$ cat src/rtl/fp_operand_collector.sv
// Gathers two FP32 source operands from a 1-read-port register file and hands them to an adder.
// Latency: 4 cycles from issue to op_valid (3 when both sources are the same register); op_ready stalls in OUT.
module fp_operand_collector (
    input  logic        clk,
    input  logic        rst_n,
    input  logic        issue_valid,
    output logic        issue_ready,
    input  logic [1:0]  issue_op,
    input  logic [4:0]  issue_rs1,
    input  logic [4:0]  issue_rs2,
    input  logic [4:0]  issue_rd,
    output logic        rf_ren,
    output logic [4:0]  rf_raddr,
    input  logic [31:0] rf_rdata,
    input  logic        flush,
    output logic        op_valid,
    input  logic        op_ready,
    output logic [31:0] op_in0,
    output logic [31:0] op_in1,
    output logic [4:0]  op_rd
);

    typedef enum logic [2:0] {IDLE, RD_A, RD_B, CAP_B, OUT} state_t;

    state_t      state_q, state_d;
    logic [4:0]  rs1_q, rs2_q, rd_q, op_rd_q, raddr_q;
    logic        sub_q, dup_q, ren_q, valid_q;
    logic [31:0] in0_q, in1_q;
    logic        src_is_r0;
    logic [31:0] data_z;
    logic [31:0] data_b;

    always_comb begin
        state_d = state_q;
        case (state_q)
            IDLE:    if (issue_valid) state_d = RD_A;
            RD_A:    state_d = dup_q ? CAP_B : RD_B;
            RD_B:    state_d = CAP_B;
            CAP_B:   state_d = OUT;
            OUT:     if (op_ready) state_d = IDLE;
            default: state_d = IDLE;
        endcase
        if (flush) state_d = IDLE;
    end

    // Data arriving in RD_B belongs to rs1, data arriving in CAP_B to rs2 (equal to rs1 when dup).
    always_comb begin
        src_is_r0 = (state_q == RD_B) ? (rs1_q == 5'd0) : (rs2_q == 5'd0);
        data_z    = src_is_r0 ? 32'h0000_0000 : rf_rdata;
        data_b    = sub_q ? {~data_z[31], data_z[30:0]} : data_z;
    end

    always_ff @(posedge clk) begin
        if (!rst_n || flush) begin
            state_q <= IDLE;
            rs1_q   <= '0;
            rs2_q   <= '0;
            rd_q    <= '0;
            sub_q   <= 1'b0;
            dup_q   <= 1'b0;
            ren_q   <= 1'b0;
            raddr_q <= '0;
            valid_q <= 1'b0;
            in0_q   <= '0;
            in1_q   <= '0;
            op_rd_q <= '0;
        end else begin
            state_q <= state_d;
            ren_q   <= (state_d == RD_A) || (state_d == RD_B);
            valid_q <= (state_d == OUT);
            case (state_d)
                RD_A:    raddr_q <= issue_rs1;
                RD_B:    raddr_q <= rs2_q;
                default: raddr_q <= '0;
            endcase
            case (state_q)
                IDLE: if (issue_valid) begin
                    rs1_q <= issue_rs1;
                    rs2_q <= issue_rs2;
                    rd_q  <= issue_rd;
                    sub_q <= (issue_op == 2'b01);
                    dup_q <= (issue_rs1 == issue_rs2);
                end
                RD_B: in0_q <= data_z;
                CAP_B: begin
                    in1_q   <= data_b;
                    op_rd_q <= rd_q;
                    if (dup_q) in0_q <= data_z;
                end
                default: ;
            endcase
        end
    end

    assign issue_ready = (state_q == IDLE);
    assign rf_ren      = ren_q;
    assign rf_raddr    = raddr_q;
    assign op_valid    = valid_q;
    assign op_in0      = in0_q;
    assign op_in1      = in1_q;
    assign op_rd       = op_rd_q;

endmodule

$ cat config.mk
export PLATFORM = sky130hd
export DESIGN_NAME = fp_operand_collector
export DESIGN_NICKNAME = d
export VERILOG_FILES = /design/src/rtl/fp_operand_collector.sv
export SDC_FILE = /design/constraint.sdc
export NUM_CORES = 1
export LEC_CHECK = 0
export ABC_CLOCK_PERIOD_IN_PS = 2550
export BUFFER_PORTS_ARGS = -buffer_cell sky130_fd_sc_hd__buf_2
export CAP_MARGIN = 15
export CELL_PAD_IN_SITES_DETAIL_PLACEMENT = 2
export CELL_PAD_IN_SITES_GLOBAL_PLACEMENT = 2
export CORE_MARGIN = 4
export CORE_UTILIZATION = 27
export DETAILED_ROUTE_END_ITERATION = 12
export PLACE_DENSITY_LB_ADDON = 0.1
export SLEW_MARGIN = 20
export SYNTH_ARGS = -nofsm -noshare
export SYNTH_HDL_FRONTEND = slang
export SYNTH_SLANG_ARGS = --single-unit
$ cat constraint.sdc
create_clock -name clk -period 2.55 [get_ports clk]
set_input_delay 0.6375 -clock clk [delete_from_list [all_inputs] [get_ports clk]]
set_output_delay 0.6375 -clock clk [all_outputs]
set_load 0.02 [all_outputs]
==> results.md <==
* Status: finished, final reports clean
* Slew Limit Fails at 0
* Pwr dens at 689 nW/um^2
* Final net count at approximately 540
* Slew headroom at 0.497
* Share of cells above drive strength 1 at 0.325
* Setup tns final at 0 ps
* Min Hold Slack at roughly 450 ps
* Critical-path cell list: nor2b_1 -> nor3b_1 -> a32o_2 -> a22o_1
* Hold Crit Class: reg -> reg
* Worst Skew at 5.84 ps
* Area of the multi-input gates at 1310 um^2
* Worst setup margin at approximately 530 ps
* Critical Path Slowest Stage Cell: a32o_2
* Clk_lat worst skew at around 340 ps
* Post-CTS Hold Buffers at 0
* Tcrit/Tclk final at 0.793
* Initial antenna violation count at 0
* Die outline area at 14300 um^2
* Placed Area at 4180 um^2
* #FFs+latches synth at 96
* Yosys cell types at 29
* Total congestion overflow at 0
* CTS buffer count at 9
* Largest net degree at the start of global routing at 51
* Pleak at 1.91 nW
* Setup Fix Bufs, Post-CTS at 0
* Htree depth at 3
* DRC Markers at 0
* Clk slew on worst S/H paths at approximately 60 ps
* Sequential cell area at 1920 um^2
* Die Wd at 120 um
* Critical path type: reg -> reg
* Drt pass-1 iters at 4
* Worst EP arrival at 2300 ps
* Top delay family on crit path: compound AO/OA/AOI/OAI gates
* Seq/Total Area, Yosys at 0.571
* Number of gates resized after cts at 0
* Design Area, Final at about 4500 um^2
* IO Port Bufs at between 100 and 150
* Syn nets at 422
* Post-Route WL at 11.2 mm
* CTS max path bufs at 2
* RSZ-0062 raised after global routing: false
* Final min period at about 2000 ps
* Worst Path Max Fanout at 32
* Post-Syn Instances at between 300 and 400
* Worst IR Drop VDD at around 0.40 mV
* Worst Path Required at ~2800 ps
* Via Count at slightly above 3000
* Worst setup EP type: register
* Vias in the first global route at about 3500
* Initial core utilization at 0.278
* Final Hold Fails at 0
* GRT Util Overall at 0.158
* Fmax at just under 500 MHz
* Post-place setup slack at 349 ps
* CP peak stage delay at ~660 ps
* Crit start category: register
* 1st-iter DRT viols at approximately 130
* Synth Warn # at 0
* Number of diodes at 0
* CTS tree: done
* Pwr Total at roughly 3.1 mW
* Gpl congestion at between 0.7 and 0.8
* First-pass GRT wire length at about 18 mm
* Actual slew at the worst max-slew pin at between 700 and 800 ps
* Post-DP HPWL at approximately 8 mm
* Syn avg cell area at roughly 9 um^2
* Post-DR vias/cell at between 4 and 5
* Buf+Inv Stages, Crit Path at 0
* Post-route ant nets at 0
* Max-Cap Viols at 0
* Setup violators final at 0
* WL/cell at between 15 and 20 um
* Clock Sink Count at 96
* Fill cell count at around 1400
* Layout area overhead at 33.2%
* Root buffer cell: clkbuf_16
* IO Count at about 130
* Post-synthesis instance area at between 3000 and 4000 um^2
* Site row count at 40
* Die H at about 120 um
* CORE AREA at around 12000 um^2
sequential cells by signal, summed over array words and instances (netlist names), 3 cells and up:
| name | cells |
|---|---|
| rf_raddr | 5 |
| op_in1 | 32 |
| rs1_q | 5 |
| op_in0 | 32 |
| state_q | 3 |
| op_rd | 5 |
| rd_q | 5 |
| rs2_q | 5 |
metal layers:
layer,vias to the layer above,share of wire,GRT usage
li1,1510,-,-
met3,9,0.049,0.0495
met2,83,0.53,0.294
met4,0,0.0077,0.0365
met5,-,0,0
met1,1517,0.42,0.176
logic make-up after synthesis:
kind of cell	count (synthesis)	share of synthesized area
buffers and inverters	32	0.0439
and+or+nand+nor	135	0.178
DFF	96	0.571
AOI/OAI and AO/OA	98	0.189
xor gates and xnor gates	7	0.0182
report_power, final:
group	leakage (nW)	switching, mW	internal (mW)	total (mW)
sequential	0.775	0.00934	1.51	1.52
clock	0.148	0.569	0.810	1.38
combinational	0.986	0.124	0.0673	0.192
total	1.91	0.703	2.39	3.09
layout make-up:
| class | count | area share |
|---|---|---|
| Sequential cell | 96 | 0.429 |
| Multi-Input combinational cell | 240 | 0.292 |
| Timing Repair Buffer | 139 | 0.163 |
| Clock buffer | 11 | 0.0564 |
| Tap cell | 168 | 0.0469 |
| Clock inverter | 5 | 0.0123 |
| Inverter | 1 | 0.000837 |
synthesized netlist by cell type:
cell type  instances  share of area
o21ai_0            1         0.0015
nand2_1           74          0.083
nor3_1             4         0.0059
nor2_1            12          0.013
nand4_1            1         0.0019
a22o_1            32          0.083
or4b_2             2         0.0059
buf_1              1         0.0011
a211oi_1           2         0.0045
o21bai_1           1         0.0022
or2_0              1         0.0019
or4_1              1         0.0022
a21oi_1           56          0.083
buf_6              3          0.010
nor2b_1            1         0.0019
xnor2_1            3         0.0078
buf_2              4         0.0059
nor3b_1            2         0.0045
nor4_1             1         0.0019
nand3b_1           1         0.0022
xor2_1             4          0.010
nand3_1           31          0.046
dfxtp_1           96           0.57
inv_1              1         0.0011
a32o_2             1         0.0033
nand2b_1           2         0.0037
a22oi_1            5          0.011
and2_1             2         0.0037
clkbuf_1          23          0.026
stage by stage:
stage               utilization  std cells
floorplan                     -        368
global placement          0.345        644
detailed placement        0.345        644
CTS                       0.370        660
global route              0.370        660
finish                    0.370        660
path summary, 6_finish.rpt:
kind                                    to        from  cells after the start  slack (ps)
worst max-delay path             op_in0[5]  state_q[1]                      4         530
worst max register to register   op_in0[5]  state_q[1]                      4         530
worst min register to register  op_in1[15]  op_in1[15]                      2         450
worst min-delay path            op_in1[15]  op_in1[15]                      2         450
layout by cell type, fill, tap and decap left out, drive strengths merged, types with 3 or more instances in the layout:
cell type,netlist,routed
nand2,74,74
a22o,32,32
nand3,31,31
dfxtp,96,96
nor3,4,4
nor2,12,12
xor2,4,4
buf,8,139
a22oi,5,5
clkbuf,23,11
xnor2,3,3
a21oi,56,56
worst min-delay path: cells and delay by family, from the launching register on:
kind / cells / cell delay, ps
flip-flops: 1 / 310
AO/OA/AOI/OAI: 1 / 50
AND/OR/NAND/NOR: 1 / 50
(Power assumes the default switching activity.)
